<file path="src/rtl/core_pkg.sv">
`default_nettype none
// ============================================================================
//  Module      : core_pkg
//  Description : Shared constants for the 8-bit pipelined core: ALU opcodes,
//                branch types, CCR flag bit indices and forwarding selects.
//  Revision    : 1.0 - initial release
// ============================================================================
package core_pkg;

    // ALU opcodes
    localparam logic [3:0] C_OP_NOP    = 4'd0;
    localparam logic [3:0] C_OP_MOV    = 4'd1;
    localparam logic [3:0] C_OP_ADD    = 4'd2;
    localparam logic [3:0] C_OP_SUB    = 4'd3;
    localparam logic [3:0] C_OP_AND    = 4'd4;
    localparam logic [3:0] C_OP_OR     = 4'd5;
    localparam logic [3:0] C_OP_RLC    = 4'd6;
    localparam logic [3:0] C_OP_RRC    = 4'd7;
    localparam logic [3:0] C_OP_SETC   = 4'd8;
    localparam logic [3:0] C_OP_CLRC   = 4'd9;
    localparam logic [3:0] C_OP_NOT    = 4'd10;
    localparam logic [3:0] C_OP_NEG    = 4'd11;
    localparam logic [3:0] C_OP_INC    = 4'd12;
    localparam logic [3:0] C_OP_DEC    = 4'd13;
    localparam logic [3:0] C_OP_PASS_A = 4'd14;
    localparam logic [3:0] C_OP_RSV    = 4'd15;

    // Branch types
    localparam logic [2:0] C_BT_NONE = 3'd0;
    localparam logic [2:0] C_BT_JZ   = 3'd1;
    localparam logic [2:0] C_BT_JN   = 3'd2;
    localparam logic [2:0] C_BT_JC   = 3'd3;
    localparam logic [2:0] C_BT_JV   = 3'd4;
    localparam logic [2:0] C_BT_JMP  = 3'd5;
    localparam logic [2:0] C_BT_CALL = 3'd6;
    localparam logic [2:0] C_BT_RET  = 3'd7;

    // CCR bit positions, order {V,C,N,Z}
    localparam int Z_BIT = 0;
    localparam int N_BIT = 1;
    localparam int C_BIT = 2;
    localparam int V_BIT = 3;

    // Flag masks per op class
    localparam logic [3:0] C_MASK_NONE = 4'b0000;
    localparam logic [3:0] C_MASK_C    = 4'b0100;
    localparam logic [3:0] C_MASK_ZN   = 4'b0011;
    localparam logic [3:0] C_MASK_ZNC  = 4'b0111;
    localparam logic [3:0] C_MASK_ZNCV = 4'b1111;

    // Forwarding selects
    localparam logic [1:0] C_FWD_IDEX     = 2'd0;
    localparam logic [1:0] C_FWD_EXMEM    = 2'd1;
    localparam logic [1:0] C_FWD_MEMWB    = 2'd2;
    localparam logic [1:0] C_FWD_IDEX_ALT = 2'd3;

endpackage
`default_nettype wire

</file>
<file path="src/rtl/alu.sv">
`default_nettype none
// ============================================================================
//  Module      : alu
//  Description : Combinational ALU. Produces the result, the candidate flag
//                values and the mask of flags the opcode is allowed to touch.
//  Revision    : 1.0 - initial release
// ============================================================================
module alu
    import core_pkg::*;
#(
    parameter int DW = 8,
    parameter int FW = 4
) (
    input  logic [DW-1:0] i_a,
    input  logic [DW-1:0] i_b,
    input  logic [3:0]    i_op,
    input  logic          i_c,
    output logic [DW-1:0] o_result,
    output logic [FW-1:0] o_flags,
    output logic [FW-1:0] o_mask
);

    localparam logic [DW:0] C_ONE  = {{DW{1'b0}}, 1'b1};
    localparam logic [DW:0] C_ZERO = '0;

    logic [DW:0] w_sum;
    logic        w_c;
    logic        w_v;

    // Opcode decode: result, carry/overflow candidates and touched-flag mask
    always_comb begin
        w_sum    = '0;
        o_result = i_b;
        w_c      = 1'b0;
        w_v      = 1'b0;
        o_mask   = C_MASK_NONE;
        case (i_op)
            C_OP_ADD: begin
                w_sum    = {1'b0, i_a} + {1'b0, i_b};
                o_result = w_sum[DW-1:0];
                w_c      = w_sum[DW];
                w_v      = (i_a[DW-1] == i_b[DW-1]) && (o_result[DW-1] != i_a[DW-1]);
                o_mask   = C_MASK_ZNCV;
            end
            C_OP_SUB: begin
                // Top bit of the widened difference is the borrow
                w_sum    = {1'b0, i_a} - {1'b0, i_b};
                o_result = w_sum[DW-1:0];
                w_c      = w_sum[DW];
                w_v      = (i_a[DW-1] != i_b[DW-1]) && (o_result[DW-1] != i_a[DW-1]);
                o_mask   = C_MASK_ZNCV;
            end
            C_OP_AND: begin
                o_result = i_a & i_b;
                o_mask   = C_MASK_ZN;
            end
            C_OP_OR: begin
                o_result = i_a | i_b;
                o_mask   = C_MASK_ZN;
            end
            C_OP_RLC: begin
                o_result = {i_b[DW-2:0], i_c};
                w_c      = i_b[DW-1];
                o_mask   = C_MASK_ZNC;
            end
            C_OP_RRC: begin
                o_result = {i_c, i_b[DW-1:1]};
                w_c      = i_b[0];
                o_mask   = C_MASK_ZNC;
            end
            C_OP_SETC: begin
                w_c    = 1'b1;
                o_mask = C_MASK_C;
            end
            C_OP_CLRC: begin
                w_c    = 1'b0;
                o_mask = C_MASK_C;
            end
            C_OP_NOT: begin
                o_result = ~i_b;
                o_mask   = C_MASK_ZN;
            end
            C_OP_NEG: begin
                w_sum    = C_ZERO - {1'b0, i_b};
                o_result = w_sum[DW-1:0];
                w_c      = w_sum[DW];
                w_v      = i_b[DW-1] && o_result[DW-1];
                o_mask   = C_MASK_ZNCV;
            end
            C_OP_INC: begin
                w_sum    = {1'b0, i_b} + C_ONE;
                o_result = w_sum[DW-1:0];
                w_c      = w_sum[DW];
                w_v      = !i_b[DW-1] && o_result[DW-1];
                o_mask   = C_MASK_ZNCV;
            end
            C_OP_DEC: begin
                // Carry reports borrow, matching SUB
                w_sum    = {1'b0, i_b} - C_ONE;
                o_result = w_sum[DW-1:0];
                w_c      = w_sum[DW];
                w_v      = i_b[DW-1] && !o_result[DW-1];
                o_mask   = C_MASK_ZNCV;
            end
            C_OP_PASS_A: o_result = i_a;
            default:     o_result = i_b;   // NOP, MOV, reserved
        endcase
    end

    // Pack candidate flags in CCR bit order
    always_comb begin
        o_flags        = '0;
        o_flags[Z_BIT] = (o_result == '0);
        o_flags[N_BIT] = o_result[DW-1];
        o_flags[C_BIT] = w_c;
        o_flags[V_BIT] = w_v;
    end

endmodule
`default_nettype wire

</file>
<file path="src/rtl/ex_stage.sv">
`default_nettype none
// ============================================================================
//  Module      : ex_stage
//  Description : Execute stage. Operand forwarding, ALU, condition-code
//                register with interrupt shadow, and jump resolution.
//  Revision    : 1.0 - initial release
// ============================================================================
module ex_stage
    import core_pkg::*;
#(
    parameter int DW = 8,
    parameter int FW = 4
) (
    input  logic          clk,
    input  logic          rst,
    input  logic [3:0]    alu_op_i,
    input  logic          alu_src_i,
    input  logic          update_flags_i,
    input  logic [2:0]    btype_i,
    input  logic [DW-1:0] ra_val_i,
    input  logic [DW-1:0] rb_val_i,
    input  logic [DW-1:0] imm_i,
    input  logic [1:0]    fwd_a_sel_i,
    input  logic [1:0]    fwd_b_sel_i,
    input  logic [DW-1:0] exmem_fwd_i,
    input  logic [DW-1:0] memwb_fwd_i,
    input  logic          stall_i,
    input  logic          int_save_i,
    input  logic          rti_restore_i,
    output logic [DW-1:0] alu_result_o,
    output logic [DW-1:0] store_data_o,
    output logic [FW-1:0] flags_o,
    output logic          branch_taken_o,
    output logic [DW-1:0] branch_target_o
);

    logic [FW-1:0] r_ccr;
    logic [FW-1:0] r_shadow;

    logic [DW-1:0] w_fwd_a;
    logic [DW-1:0] w_fwd_b;
    logic [DW-1:0] w_op_b;
    logic [FW-1:0] w_alu_flags;
    logic [FW-1:0] w_alu_mask;
    logic [FW-1:0] w_ccr_upd;
    logic [FW-1:0] w_jmp_clr;
    logic [FW-1:0] w_ccr_next;
    logic          w_taken;

    // Forwarding muxes for both register operands
    always_comb begin
        case (fwd_a_sel_i)
            C_FWD_EXMEM: w_fwd_a = exmem_fwd_i;
            C_FWD_MEMWB: w_fwd_a = memwb_fwd_i;
            default:     w_fwd_a = ra_val_i;
        endcase
        case (fwd_b_sel_i)
            C_FWD_EXMEM: w_fwd_b = exmem_fwd_i;
            C_FWD_MEMWB: w_fwd_b = memwb_fwd_i;
            default:     w_fwd_b = rb_val_i;
        endcase
    end

    assign w_op_b          = alu_src_i ? imm_i : w_fwd_b;
    assign store_data_o    = w_fwd_b;
    assign branch_target_o = w_fwd_b;

    alu #(
        .DW (DW),
        .FW (FW)
    ) u_alu (
        .i_a      (w_fwd_a),
        .i_b      (w_op_b),
        .i_op     (alu_op_i),
        .i_c      (r_ccr[C_BIT]),
        .o_result (alu_result_o),
        .o_flags  (w_alu_flags),
        .o_mask   (w_alu_mask)
    );

    // Jump resolution from the current CCR; a taken conditional jump
    // also marks its tested flag for clearing
    always_comb begin
        w_taken   = 1'b0;
        w_jmp_clr = '0;
        case (btype_i)
            C_BT_JZ: begin
                w_taken          = r_ccr[Z_BIT];
                w_jmp_clr[Z_BIT] = r_ccr[Z_BIT];
            end
            C_BT_JN: begin
                w_taken          = r_ccr[N_BIT];
                w_jmp_clr[N_BIT] = r_ccr[N_BIT];
            end
            C_BT_JC: begin
                w_taken          = r_ccr[C_BIT];
                w_jmp_clr[C_BIT] = r_ccr[C_BIT];
            end
            C_BT_JV: begin
                w_taken          = r_ccr[V_BIT];
                w_jmp_clr[V_BIT] = r_ccr[V_BIT];
            end
            C_BT_JMP, C_BT_CALL: w_taken = 1'b1;
            default:             w_taken = 1'b0;   // none, RET resolved in MEM
        endcase
    end

    assign branch_taken_o = w_taken && !rst;

    // Next CCR: merge masked ALU flags, then clear the flag a taken jump tested
    assign w_ccr_upd  = update_flags_i ? ((r_ccr & ~w_alu_mask) | (w_alu_flags & w_alu_mask))
                                       : r_ccr;
    assign w_ccr_next = w_ccr_upd & ~w_jmp_clr;

    // CCR register: restore beats stall, stall beats normal update
    always_ff @(posedge clk or posedge rst) begin
        if (rst) begin
            r_ccr <= '0;
        end else if (rti_restore_i) begin
            r_ccr <= r_shadow;
        end else if (!stall_i) begin
            r_ccr <= w_ccr_next;
        end
    end

    // Interrupt shadow captures the value the CCR is about to take
    always_ff @(posedge clk or posedge rst) begin
        if (rst) begin
            r_shadow <= '0;
        end else if (int_save_i && !stall_i && !rti_restore_i) begin
            r_shadow <= w_ccr_next;
        end
    end

    assign flags_o = r_ccr;

endmodule
`default_nettype wire

</file>
<file path="config.mk">
export PLATFORM = sky130hd
export DESIGN_NAME = ex_stage
export DESIGN_NICKNAME = d
export VERILOG_FILES = /design/src/rtl/core_pkg.sv /design/src/rtl/alu.sv /design/src/rtl/ex_stage.sv
export SDC_FILE = /design/constraint.sdc
export NUM_CORES = 1
export LEC_CHECK = 0
export BUFFER_PORTS_ARGS = -buffer_cell sky130_fd_sc_hd__buf_2
export CELL_PAD_IN_SITES_DETAIL_PLACEMENT = 0
export CELL_PAD_IN_SITES_GLOBAL_PLACEMENT = 1
export CORE_MARGIN = 4
export CORE_UTILIZATION = 40
export CTS_CLUSTER_SIZE = 10
export DETAILED_ROUTE_END_ITERATION = 8
export PLACE_DENSITY = 0.94
export RECOVER_POWER = 25
export SYNTH_ARGS = -nofsm -noshare
export SYNTH_HDL_FRONTEND = slang
export SYNTH_SLANG_ARGS = --single-unit
</file>
<file path="constraint.sdc">
create_clock -name clk -period 3.6 [get_ports clk]
set_input_delay 0 -clock clk [delete_from_list [all_inputs] [get_ports clk]]
set_output_delay 0 -clock clk [all_outputs]
set_load 0.005 [all_outputs]
</file>
# ---- Yosys cells after proc, flatten, opt, wreduce, memory -nomap -nowiden
# Cells that the tools add are included.
dict set report word_totals {
  ff_bits 8
  input_bits 58
  out_inout_bits 29
  wordCells 78
}
dict set report op_classes {
  add_sub_neg 5
  eq_ne 28
  mux 15
  bitwise_logic 9
  n_reduce_logical 19
}
# cell n
set op_table {}
lappend op_table {{8-bit case mux with 11 select lines} 1}
lappend op_table {{8-bit case mux with 2 select lines} 2}
lappend op_table {{4-bit equality test, second input constant} 7}
lappend op_table {{4-bit by 3-bit equality test with 1-bit output, second input constant} 4}
lappend op_table {{4-bit case mux with 4 select lines} 1}
lappend op_table {{4-bit bitwise AND} 3}
lappend op_table {{4-bit two-way mux} 3}
lappend op_table {{1-bit case mux with 5 select lines} 2}
lappend op_table {{8-bit by 1-bit adder with 9-bit output, second input constant} 1}
lappend op_table {{8-bit by 8-bit adder with 9-bit output} 1}
lappend op_table {{3-bit equality test, second input constant} 3}
lappend op_table {{1-bit by 8-bit subtractor with 9-bit output, first input constant} 1}
lappend op_table {{8-bit by 1-bit subtractor with 9-bit output, second input constant} 1}
lappend op_table {{8-bit by 8-bit subtractor with 9-bit output} 1}
lappend op_table {{8-bit bitwise AND} 1}
lappend op_table {{4-bit by 2-bit equality test with 1-bit output, second input constant} 2}
lappend op_table {{1-bit logical AND} 8}
lappend op_table {{8-bit logical NOT} 1}
lappend op_table {{8-bit two-way mux} 1}
lappend op_table {{4-bit inverter} 2}
lappend op_table {{8-bit inverter} 1}
lappend op_table {{8-bit OR} 1}
lappend op_table {{1-bit case mux with 8 select lines} 1}
lappend op_table {{3-bit by 2-bit equality test with 1-bit output, second input constant} 2}
lappend op_table {{12 further kinds} 25}

# ---- Depth between registers and ports, before layout
# Gate-level depths: netlist (run 1).
dict set report logic_depth {
  depth_word 13
  ltp_mapped 19
  depth_no_buf 18
}

# ---- Modules after synthesis
# A second synthesis (run 1) with hierarchy kept.
dict set report unflattened {
  hier_cells 440
  area_unflattened_um2 3154.3
}
# module instances cells_per_inst area_per_inst_um2 seq_area_each_um2
set modules_own_cells {}
lappend modules_own_cells {alu 1 314 2130.8 0.0}
lappend modules_own_cells {ex_stage 1 126 1023.5 200.2}

# ---- Least setup slack after synthesis (run 1)
# Ideal clock, no wire load.
dict set report synth_timing {
  kind {input-to-reg}
  startpoint {input port fwd_b_sel_i[0]}
  endpoint {register r_ccr[0], in the netlist flags_o[0]}
  setup_time_ns 0.082
  t_arrival_ns 3.547
  t_required_ns 3.518
  setup_slack_ns -0.029
  stages 18
  n_path_buf 1
  path_cell_list {inv_1 -> ha_1 -> buf_2 -> a221oi_1 -> nor3_1 -> a21oi_1 -> inv_1 -> ha_1 -> fa_1 -> nor2b_1 -> o311ai_0 -> nand2_1 -> xnor2_1 -> a2111oi_1 -> o21ai_0 -> a21oi_1 -> nand4_1 -> a31oi_1}
}
dict set report synth_between {
  elab_chain_len 12
  word_cells_on_any_way 20
  classes_between {5 x add/sub; 2 x eq/ne; 6 x mux; 6 x bitwise; 1 x reduce/logical}
}
# item line_no
set synth_lines {}
lappend synth_lines {{start: declaration} ex_stage.sv:24} ;# input logic [1:0] fwd_b_sel_i,
lappend synth_lines {{2-bit equality test or 2-bit by 1-bit equality test with 1-bit output (tied branches)} ex_stage.sv:57} ;# case (fwd_b_sel_i)
lappend synth_lines {{8-bit case mux with 2 select lines (*)} ex_stage.sv:57}
lappend synth_lines {{8-bit two-way mux (*)} ex_stage.sv:64} ;# assign w_op_b = alu_src_i ? imm_i : w_fwd_b;
lappend synth_lines {{8-bit by 1-bit subtractor with 9-bit output (tied with other cells)} alu.sv:99} ;# w_sum = {1'b0, i_b} - C_ONE;
lappend synth_lines {{8-bit case mux with 11 select lines (*)} alu.sv:37} ;# case (i_op)
lappend synth_lines {{8-bit logical NOT (*)} alu.sv:113} ;# o_flags[Z_BIT] = (o_result == '0);
lappend synth_lines {{4-bit bitwise AND (*)} ex_stage.sv:111} ;# assign w_ccr_upd = update_flags_i ? ((r_ccr & ~w_alu_mask) | (w_alu_flags & w_alu_mask))
lappend synth_lines {{4-bit OR (*)} ex_stage.sv:111}
lappend synth_lines {{4-bit two-way mux (*)} ex_stage.sv:111}
lappend synth_lines {{4-bit bitwise AND (*)} ex_stage.sv:113} ;# assign w_ccr_next = w_ccr_upd & ~w_jmp_clr;
lappend synth_lines {{4-bit two-way mux (*)} ex_stage.sv:121} ;# end else if (!stall_i) begin
lappend synth_lines {{4-bit two-way mux (*)} ex_stage.sv:119} ;# end else if (rti_restore_i) begin
lappend synth_lines {{end signal: assignment} ex_stage.sv:120} ;# r_ccr <= r_shadow;
lappend synth_lines {{end signal: assignment} ex_stage.sv:122} ;# r_ccr <= w_ccr_next;
lappend synth_lines {{end: declaration} ex_stage.sv:37} ;# logic [FW-1:0] r_ccr;
# Every way passes the cells marked *; elsewhere a longest branch is shown, timed or not. The select of a mux whose other input is x is not followed.
# A chain may end at the register's enable or synchronous reset.

# ---- Worst setup path after layout (run 1)
dict set report layout_timing {
  startpoint {input port fwd_b_sel_i[0]}
  endpoint {register r_shadow[0]}
}
dict set report layout_between {
  elab_chain_len 10
  word_cells_on_any_way 18
  classes_between {5 x add/sub; 2 x eq/ne; 4 x mux; 6 x bitwise; 1 x reduce/logical}
}
# item line_no
set layout_lines {}
lappend layout_lines {{2-bit equality test or 2-bit by 1-bit equality test with 1-bit output (tied branches)} ex_stage.sv:57}
lappend layout_lines {{8-bit case mux with 2 select lines (*)} ex_stage.sv:57}
lappend layout_lines {{8-bit two-way mux (*)} ex_stage.sv:64}
lappend layout_lines {{8-bit by 1-bit subtractor with 9-bit output (tied with other cells)} alu.sv:99}
lappend layout_lines {{8-bit case mux with 11 select lines (*)} alu.sv:37}
lappend layout_lines {{8-bit logical NOT (*)} alu.sv:113}
lappend layout_lines {{4-bit bitwise AND (*)} ex_stage.sv:111}
lappend layout_lines {{4-bit OR (*)} ex_stage.sv:111}
lappend layout_lines {{4-bit two-way mux (*)} ex_stage.sv:111}
lappend layout_lines {{4-bit bitwise AND (*)} ex_stage.sv:113}
lappend layout_lines {{end signal: assignment} ex_stage.sv:131} ;# r_shadow <= w_ccr_next;
lappend layout_lines {{end: declaration} ex_stage.sv:38} ;# logic [FW-1:0] r_shadow;
# Every way passes the cells marked *; elsewhere a longest branch is shown, timed or not.

==> results.cfg, run 1 <==
[clock_network]
clk-insertion-delay-late_ns = 0.23
cts_inserted_buffers = 3
cts.path.max_buffers = 2
cts_max_level = 1
cts_root_buf = clkbuf_8
cts_tree = yes
cts_num_sinks = 8
clk_pin_slew_worst_paths_ns = 0.04

[yosys]
ys_warn_count = 0
yosysMostFrequentCell = nand2_1
synth_common_cells = 40 x nand2_1, 33 x ha_1, 33 x nor2_1
syn_inst = 500
yosysTopAreaCellShare_pct = 11.6
synth_flop_cell = dfrtp_1
syn_area_um2 = 3550
ys_ff_latch = 8
yosysSeqAreaShare_pct = 5.65
async_reset_ff_share_pct = 100
avgSynthCellArea_um2 = 7.09
synthDistinctLibCells = 80
yosys.area.top_type = ha_1
ys_top_cells_by_area = ha_1 12%, dfrtp_1 5.6%, nand2_1 4.2%, o21ai_0 4.2%, nor2_1 3.5%
synth_edf_count = 0
syn_nets = 593

[routing]
drt-wirelength-per-cell_um = 19.7
drt-vias-per-instance = 6.44
topRoutingLayerUsed = met4
totalWireLength_mm = 14.4
routed-via-count = 4705
wl_met2_mm = 6.72
ant_nets = 0
dr_wl_met3_mm = 1.47
drt-met1-wl_mm = 5.36
drt_iter0_drc = 524
drc = 0
firstDrtPassIters = 6

[critical_path]
r2r-start = flags_o[2]$_DFFE_PP0P_
cpPeakStageDelay_ns = 0.47
cp.arrival_ns = 3.66
critPathSlowestCell = or3b_2
cp-start-kind = input pin
critical_path_class = in -> reg
worstPathCellList = buf_2 > inv_1 > ha_4 > buf_6 > or3b_2 > o211ai_1 > buf_4 > inv_2 > ha_1 > buf_4 > o31ai_1 > o211ai_1 > mux2i_1 > buf_4 > a2111oi_4 > a221oi_2 > nor2b_2 > nand3_1 > a22oi_1
cp-end-kind = flop
crit_path_frequent_cell = buf_4
worstPathMaxFanout = 8
r2r_setup_slack_ns = 1.36
ff2ff_path_depth = 9
worstReg2RegEnd = r_shadow[0]$_DFFE_PP0P_
cp.required_ns = 3.74

[final_layout]
num-nets-final = 718
areaGrowthSynthToFinish_pct = 30.9
fin_area_um2 = 4640
diodes = 0
drive_above_1_share_pct = 32.3

[min_path]
hold_start = rti_restore_i
whs_endpoint = flags_o[1]$_DFFE_PP0P_
holdPathStages = 4
hold_class = in -> reg

[pwr]
ir_worst_vdd_mv = 0.0904
leakage_uw = 0.00209
power_density_nw_per_um2 = 265

[sta]
final-hold-violation-count = 0
tns_ns = 0
fmax_ghz = 0.284
fin_crit_sh_pct = 97.7
post-route-worst-setup-slack_ns = 0.0824
period_minus_slack_ns = 3.52
skew_ns = 0.000907
hold_slack_ns = 0.109
slew_viol_final = 0
relSlewSlack_pct = 43.8
setup_viol = 0
tightest_slew_ns = 0.835

[global_route]
grt_pass1_wl_mm = 21.7
grt_max_degree = 38
first_global_vias = 4311
grt-ovfl-total = 0
grt_usage_pct = 26.0
antenna_found_initial = 0

[floorplanning]
design.core.area_um2 = 8680
ios = 87
fp.dieH_um = 102
initial_core_util_pct = 40.9
die_w_um = 102
dieArea_um2 = 10400
std_cell_rows = 34

[placement]
io_buffer_count = 86
dp_hpwl_mm = 11.4
dpl_cell_area_um2 = 4420
place.gp.congestion = 1.10
post-place-ws_ns = -0.350

[run]
maxCapViolCount = 0

[outcome]
status = complete, no violations
power breakdown:
part           internal, µW  total (µW)  switching [µW]
logic                   449         997             548
registers               108         125            17.2
clock network          72.3         107            34.7
cells by family (layout without fill, tap and decap cells):
logic type                 after synthesis  in the layout  share of synthesized area [%]
AOI/OAI and AO/OA                      176            176                           37.8
xor gates and xnor gates                12             12                           2.96
adders and majority gates               35             35                           12.8
buffers and inverters                   78            201                           10.1
DFF                                      8              8                           5.65
muxes                                    7              7                           2.08
and+or+nand+nor                        184            184                           28.7
cell usage in the layout (no fill, tap or decap), types with 7 or more instances in the layout:
| cell type | count |
|---|---|
| nand2_1 | 40 |
| inv_1 | 30 |
| a221o_1 | 7 |
| nor2b_1 | 17 |
| xnor2_1 | 11 |
| nor3_1 | 15 |
| a21oi_1 | 17 |
| o211ai_1 | 10 |
| a31oi_1 | 10 |
| o21a_1 | 10 |
| buf_2 | 84 |
| nand3_1 | 11 |
| nor2_1 | 33 |
| nand2b_1 | 9 |
| dfrtp_1 | 8 |
| o21ai_0 | 27 |
| ha_1 | 31 |
| a211oi_1 | 7 |
| a22oi_1 | 7 |
| a221oi_1 | 8 |
| buf_4 | 74 |
worst max-delay path by stage:
stage	start	endpoint	slack [ns]	cells past startpoint
2_1_floorplan	fwd_b_sel_i[0]	flags_o[0]$_DFFE_PP0P_	0.06	18
3_3_place_gp	fwd_b_sel_i[0]	flags_o[0]$_DFFE_PP0P_	-0.19	19
3_5_place_dp	fwd_b_sel_i[0]	r_shadow[0]$_DFFE_PP0P_	-0.35	19
4_1_cts	fwd_b_sel_i[0]	r_shadow[0]$_DFFE_PP0P_	0.01	19
5_1_grt	fwd_b_sel_i[0]	flags_o[0]$_DFFE_PP0P_	-0.08	19
6_report	fwd_b_sel_i[0]	r_shadow[0]$_DFFE_PP0P_	0.08	19
stage by stage:
step	cells	power [µW]	util, %
4_1_cts	726	1150	51.6
5_1_grt	731	1310	53.5
3_3_place_gp	722	1010	51.0
2_1_floorplan	500	673	-
3_5_place_dp	722	1030	51.0
6_report	731	1230	53.5
layout make-up:
class                           instances  area, µm²
Fill cell                             830       4040
Multi-Input combinational cell        414       3120
Timing Repair Buffer                  162       1000
Sequential cell                         8        200
Inverter                               36        138
Tap cell                              108        135
Clock buffer                            3       41.3
metal layers:
metal / GRT usage, % / up-vias
met2: 42.6 / 323
met3: 5.46 / 79
met4: 14.9 / 0
met5: 0 / -
met1: 31.4 / 2166
li1: - / 2137
registers in the layout, indices dropped and copies added, names as in the netlist:
name / flops
flags_o: 4
r_shadow: 4
worst max-delay path: cells and delay by family:
kind / cells / cell delay (ns)
AO/OA/AOI/OAI: 6 / 1.23
AND/OR/NAND/NOR: 3 / 0.80
buffers and inverters: 7 / 0.87
adder cells (fa/ha/maj): 2 / 0.53
multiplexers: 1 / 0.21
timing repair:
action	CTS	global route
pin swaps	0	15
gates cloned	0	0
setup endpoints to repair	3	9
resized for setup	1	27
hold buffers	1	0
setup buffers	0	5
endpoints found under the hold margin	8	0
Power figures use the tool's default switching activity.
==> inputs of run 2 (changes only) <==
--- a/config.mk
+++ b/config.mk
@@ -8,6 +8,7 @@
 export BUFFER_PORTS_ARGS = -buffer_cell sky130_fd_sc_hd__buf_2
 export CELL_PAD_IN_SITES_DETAIL_PLACEMENT = 0
 export CELL_PAD_IN_SITES_GLOBAL_PLACEMENT = 1
+export CORE_ASPECT_RATIO = 1.75
 export CORE_MARGIN = 4
 export CORE_UTILIZATION = 40
 export CTS_CLUSTER_SIZE = 10
==> run 2 against run 1 <==
Against the previous run: via count rose by 3.0%; combinational power increased by 10%; total power rose by 15%; critical path type unchanged; highest routed layer unchanged; largest cell class unchanged; sequential cell count unchanged; largest power group unchanged.
==> results.cfg, run 2 (same netlist as run 1, synthesis figures left out) <==
[outcome]
status = complete, no violations

[pwr]
total_power_uw = 1410
power_density_nw_per_um2 = 280
ir_worst_vdd_mv = 0.208
leakage_uw = 0.00225

[critical_path]
cpPeakStageDelay_ns = 0.39
worstPathMaxFanout = 7
worstPathCellList = buf_2 > inv_2 > ha_4 > buf_6 > or3b_4 > o211ai_1 > buf_4 > ha_4 > buf_4 > buf_4 > o21a_1 > o31a_1 > buf_4 > o22a_1 > o211ai_1 > a2111oi_4 > a221oi_2 > nor2b_2 > o31ai_2 > o21a_1
crit_path_frequent_cell = buf_4
critPathSlowestCell = or3b_4
critical_path_class = in -> reg
cp-start-kind = input pin
cp-end-kind = flop
cp.required_ns = 3.77
cp.arrival_ns = 3.64

[routing]
routed-via-count = 4848
drc = 0
drt-vias-per-instance = 6.38
ant_nets = 0
totalWireLength_mm = 15.3
drt_iter0_drc = 496
firstDrtPassIters = 6
drt-wirelength-per-cell_um = 20.1

[final_layout]
diodes = 0
final_common_cell = buf_4
num-nets-final = 738
fill_cells = 817
fin_area_um2 = 5050
drive_above_1_share_pct = 37.8
fin_util_pct = 58.2
areaGrowthSynthToFinish_pct = 42.4
most-common-layout-cells = 90 x buf_4, 84 x buf_2, 40 x nand2_1, 33 x nor2_1, 29 x inv_1

[floorplanning]
std_cell_rows = 45
fp.dieH_um = 133
ios = 87
die_w_um = 79.2
design.core.area_um2 = 8670
initial_core_util_pct = 40.9
dieArea_um2 = 10500

[sta]
setup_viol = 0
hold_slack_ns = 0.110
final-hold-violation-count = 0
skew_ns = 0.000277
post-route-worst-setup-slack_ns = 0.137
fin_crit_sh_pct = 96.2
period_minus_slack_ns = 3.46
tightest_slew_ns = 0.841
slew_viol_final = 0
relSlewSlack_pct = 43.5
fmax_ghz = 0.289

[placement]
dp_hpwl_mm = 11.9
io_buffer_count = 86
post-place-ws_ns = -0.546
place.gp.congestion = 1.03
dpl_cell_area_um2 = 4610

[clock_network]
cts_tree = yes
cts.path.max_buffers = 2
clk-insertion-delay-late_ns = 0.23
cts_root_buf = clkbuf_16
clk_pin_slew_worst_paths_ns = 0.04
cts_num_sinks = 8
cts_inserted_buffers = 3
cts_max_level = 1

[global_route]
met2_usage_pct = 48.5
antenna_found_initial = 0
grtUsageMet1_pct = 27.2
met3_usage_pct = 2.93
grt_max_degree = 38
first_global_vias = 4713
grt-ovfl-total = 0
grt_usage_pct = 27.2
grt_pass1_wl_mm = 23.0
grt_busiest_layer = met2

[run]
maxCapViolCount = 0

[min_path]
hold_class = in -> reg
[run 2: changes by cell type in the layout (fill, tap and decap cells not counted), moves of 3 or more]
cell	delta
clkbuf_16	+3
nor3_1	-3
ha_1	-3
ha_4	+3
buf_6	+3
clkbuf_8	-3
nor2b_1	-5
a221oi_4	+3
nor2b_4	+4
buf_4	+16
[run 2: worst paths after layout]
check                                         from                     end  slack [ns]  cells after the start
max in group asynchronous                      rst  flags_o[3]$_DFFE_PP0P_        3.09                      3
setup / recovery                    fwd_b_sel_i[0]  flags_o[1]$_DFFE_PP0P_        0.14                     20
hold reg to reg            r_shadow[3]$_DFFE_PP0P_  flags_o[3]$_DFFE_PP0P_        0.48                      1
setup reg to reg            flags_o[2]$_DFFE_PP0P_  flags_o[0]$_DFFE_PP0P_        1.14                     10
hold / removal                       rti_restore_i  flags_o[1]$_DFFE_PP0P_        0.11                      4
min in group asynchronous                      rst  flags_o[1]$_DFFE_PP0P_        0.28                      3
[run 2: repair_timing]
item / in CTS / in global routing
hold buffers: 1 / 0
resized for setup: 11 / 52
buffers inserted: 0 / 4
endpoints found under the setup margin: 6 / 11
pin swaps: 2 / 26
endpoints found under the hold margin: 8 / 0
[run 2: layout make-up]
type                            instances  area (µm²)  area share [%]
Tap cell                              117         146            2.90
Multi-Input combinational cell        414        3310            65.6
Clock buffer                            3        75.1            1.49
Inverter                               36         138            2.73
Sequential cell                         8         200            3.97
Timing Repair Buffer                  182        1180            23.3
[run 2: metal layers]
metal  wire, µm  share of wire, %
met5          0                 0
met4       1500               9.8
met1       5010                33
met2       7760                51
met3       1040               6.8
[run 2: critical path: cells and delay by family]
family / cells / cell delay (ns)
buf+inv: 7 / 0.95
fa+ha+maj: 2 / 0.51
compound gates: 9 / 1.66
simple gates: 2 / 0.51
[run 2: through the flow]
step | setup TNS [ns] | instances
6_report | 0 | 760
5_1_grt | -0.136 | 760
4_1_cts | 0 | 757
3_5_place_dp | -2.43 | 753
3_3_place_gp | -1.51 | 753
2_1_floorplan | 0 | 500
[run 2: power breakdown]
group          switching, µW  internal [µW]  total [µW]
Combinational            582            515        1100
Sequential              19.9            108         128
Clock                   43.8            143         187
==> inputs of run 3 (changes only) <==
==> constraint.sdc (replaced) <==
create_clock -name clk -period 4 [get_ports clk]
set_input_delay 0 -clock clk [delete_from_list [all_inputs] [get_ports clk]]
set_output_delay 0 -clock clk [all_outputs]
set_load 0.005 [all_outputs]
==> run 3 against run 2 <==
Against the previous run: critical path type unchanged; total power decreased by 25%; final cell count decreased by 7.6%; utilization shrank 9.0 points; clock-buffer cell count did not move; critical path depth fell by 1.
==> results.cfg, run 3 (same netlist as run 1, synthesis figures left out) <==
[critical_path]
cp-start-kind = input pin
cp-end-kind = flop
cp.required_ns = 4.15
cp.arrival_ns = 3.81
critPathSlowestCell = a2111oi_1
cpPeakStageDelay_ns = 0.46
critical_path_buf_inv_count = 4
ff2ff_path_depth = 9
critical_path_class = in -> reg
worstPathCellList = buf_2 > inv_1 > ha_1 > a221oi_1 > nor3_1 > a21oi_1 > inv_1 > ha_1 > fa_1 > nor2b_1 > o311ai_1 > nand2_1 > xnor2_1 > a2111oi_1 > buf_4 > a22oi_1 > a21oi_1 > nand4_1 > a31oi_1
worstPathMaxFanout = 5
cpLargestDelayFamily = compound AO/OA/AOI/OAI gates
cp.depth = 19

[sta]
skew_ns = 0.00207
period_minus_slack_ns = 3.66
fmax_ghz = 0.273
relSlewSlack_pct = 39.1
final-hold-violation-count = 0
tightest_slew_ns = 0.905
slew_viol_final = 0
grt_setup_unrepaired = false
fin_crit_sh_pct = 91.5
setup_viol = 0
tns_ns = 0

[pwr]
p_comb_share_pct = 73.4
internal_power_uw = 559
p_seq_share_pct = 10.9
ir_worst_vdd_mv = 0.179
p_switching_uw = 502
p_clk_share_pct = 15.7
swShare_pct = 47.3
leakage_uw = 0.00190
total_power_uw = 1060
power_density_nw_per_um2 = 249

[clock_network]
cts_max_level = 1
clk_pin_slew_worst_paths_ns = 0.04
cts.path.max_buffers = 2
cts_tree = yes
cts_inserted_buffers = 3
cts_num_sinks = 8
cts_root_buf = clkbuf_16
clk-insertion-delay-late_ns = 0.23

[final_layout]
diodes = 0
num-nets-final = 680
fin_cells = 702
drive_above_1_share_pct = 24.4
most-common-layout-cells = 84 x buf_2, 40 x nand2_1, 37 x buf_4, 33 x nor2_1, 33 x ha_1
areaGrowthSynthToFinish_pct = 20.3
final_common_cell = buf_2

[global_route]
grt_max_degree = 38
first_global_vias = 4346
antenna_found_initial = 0
grt_pass1_wl_mm = 21.2
grt_usage_pct = 25.3
grt-ovfl-total = 0

[routing]
totalWireLength_mm = 13.9
firstDrtPassIters = 5
routed-via-count = 4448
ant_nets = 0
drt_iter0_drc = 357
drc = 0
drt-vias-per-instance = 6.34
drt-wirelength-per-cell_um = 19.8

[placement]
io_buffer_count = 86
placed_cells_incl_taps = 698
place.gp.congestion = 1.01
dp_hpwl_mm = 11.3

[floorplanning]
fp.dieH_um = 133
dieArea_um2 = 10500
design.core.area_um2 = 8670
std_cell_rows = 45
die_w_um = 79.2
ios = 87
initial_core_util_pct = 40.9

[min_path]
hold_class = in -> reg
holdPathStages = 4

[run]
maxCapViolCount = 0

[outcome]
status = complete, no violations
-- run 3: final cells by class --
type | count | area [µm²]
tap | 117 | 146
inverter | 36 | 138
sequential | 8 | 200
fill | 916 | 4410
clock buffer | 3 | 75.1
multi-input combinational | 414 | 2990
timing repair buffer | 124 | 716
-- run 3: per-stage QoR --
stage | worst slack (ns) | hold slack, ns | utilization [%] | area, µm²
finish | 0.339 | 0.117 | 49.2 | 4260
global route | 0.0138 | 0.140 | 49.2 | 4260
CTS | 0.239 | 0.116 | 49.2 | 4270
detailed placement | 0.0190 | -0.0296 | 48.2 | 4180
global placement | 0.166 | -0.0403 | 48.2 | 4180
floorplan | 0.371 | -0.184 | - | 3550
-- run 3: worst paths after layout --
kind | start | end | slack [ns]
min in group asynchronous | rst | r_shadow[2]$_DFFE_PP0P_ | 0.26
worst max-delay path | fwd_b_sel_i[0] | flags_o[0]$_DFFE_PP0P_ | 0.34
worst min register to register | r_shadow[3]$_DFFE_PP0P_ | r_shadow[3]$_DFFE_PP0P_ | 0.47
worst max register to register | flags_o[2]$_DFFE_PP0P_ | flags_o[0]$_DFFE_PP0P_ | 1.69
max in group asynchronous | rst | r_shadow[0]$_DFFE_PP0P_ | 3.50
worst min-delay path | rti_restore_i | flags_o[2]$_DFFE_PP0P_ | 0.12
-- run 3: power by group through the flow --
stage,Clock (µW),Combinational [µW],Sequential [µW]
after floorplan,0,496,109
after global placement,0,750,114
after detailed placement,0,762,116
after global routing,173,841,117
after CTS,168,766,115
final,167,779,115
-- run 3: worst register-to-register path: stages, from the launching register on --
cell	delay, ns
dfrtp_1	0.47
and4b_1	0.25
o21ai_0	0.16
o2111ai_1	0.14
a221o_1	0.31
nor3_1	0.26
a221oi_2	0.13
nor2b_2	0.24
nand4_1	0.11
a31oi_1	0.17
-- run 3: timing repair --
item                                   4_1_cts  5_1_grt
endpoints found under the hold margin        8        0
hold buffers                                 1        0
setup buffers                                0        0
gates resized for setup                      0        1
setup endpoints to repair                    0        3
-- run 3: per-layer routing --
| layer | vias to the layer above | part of all wire, % | global-route usage (%) |
|---|---|---|---|
| li1 | 2061 | - | - |
| met1 | 2042 | 33 | 25.1 |
| met2 | 254 | 50 | 45.4 |
| met3 | 91 | 6.5 | 2.25 |
| met4 | 0 | 10 | 22.1 |
| met5 | - | 0 | 0 |
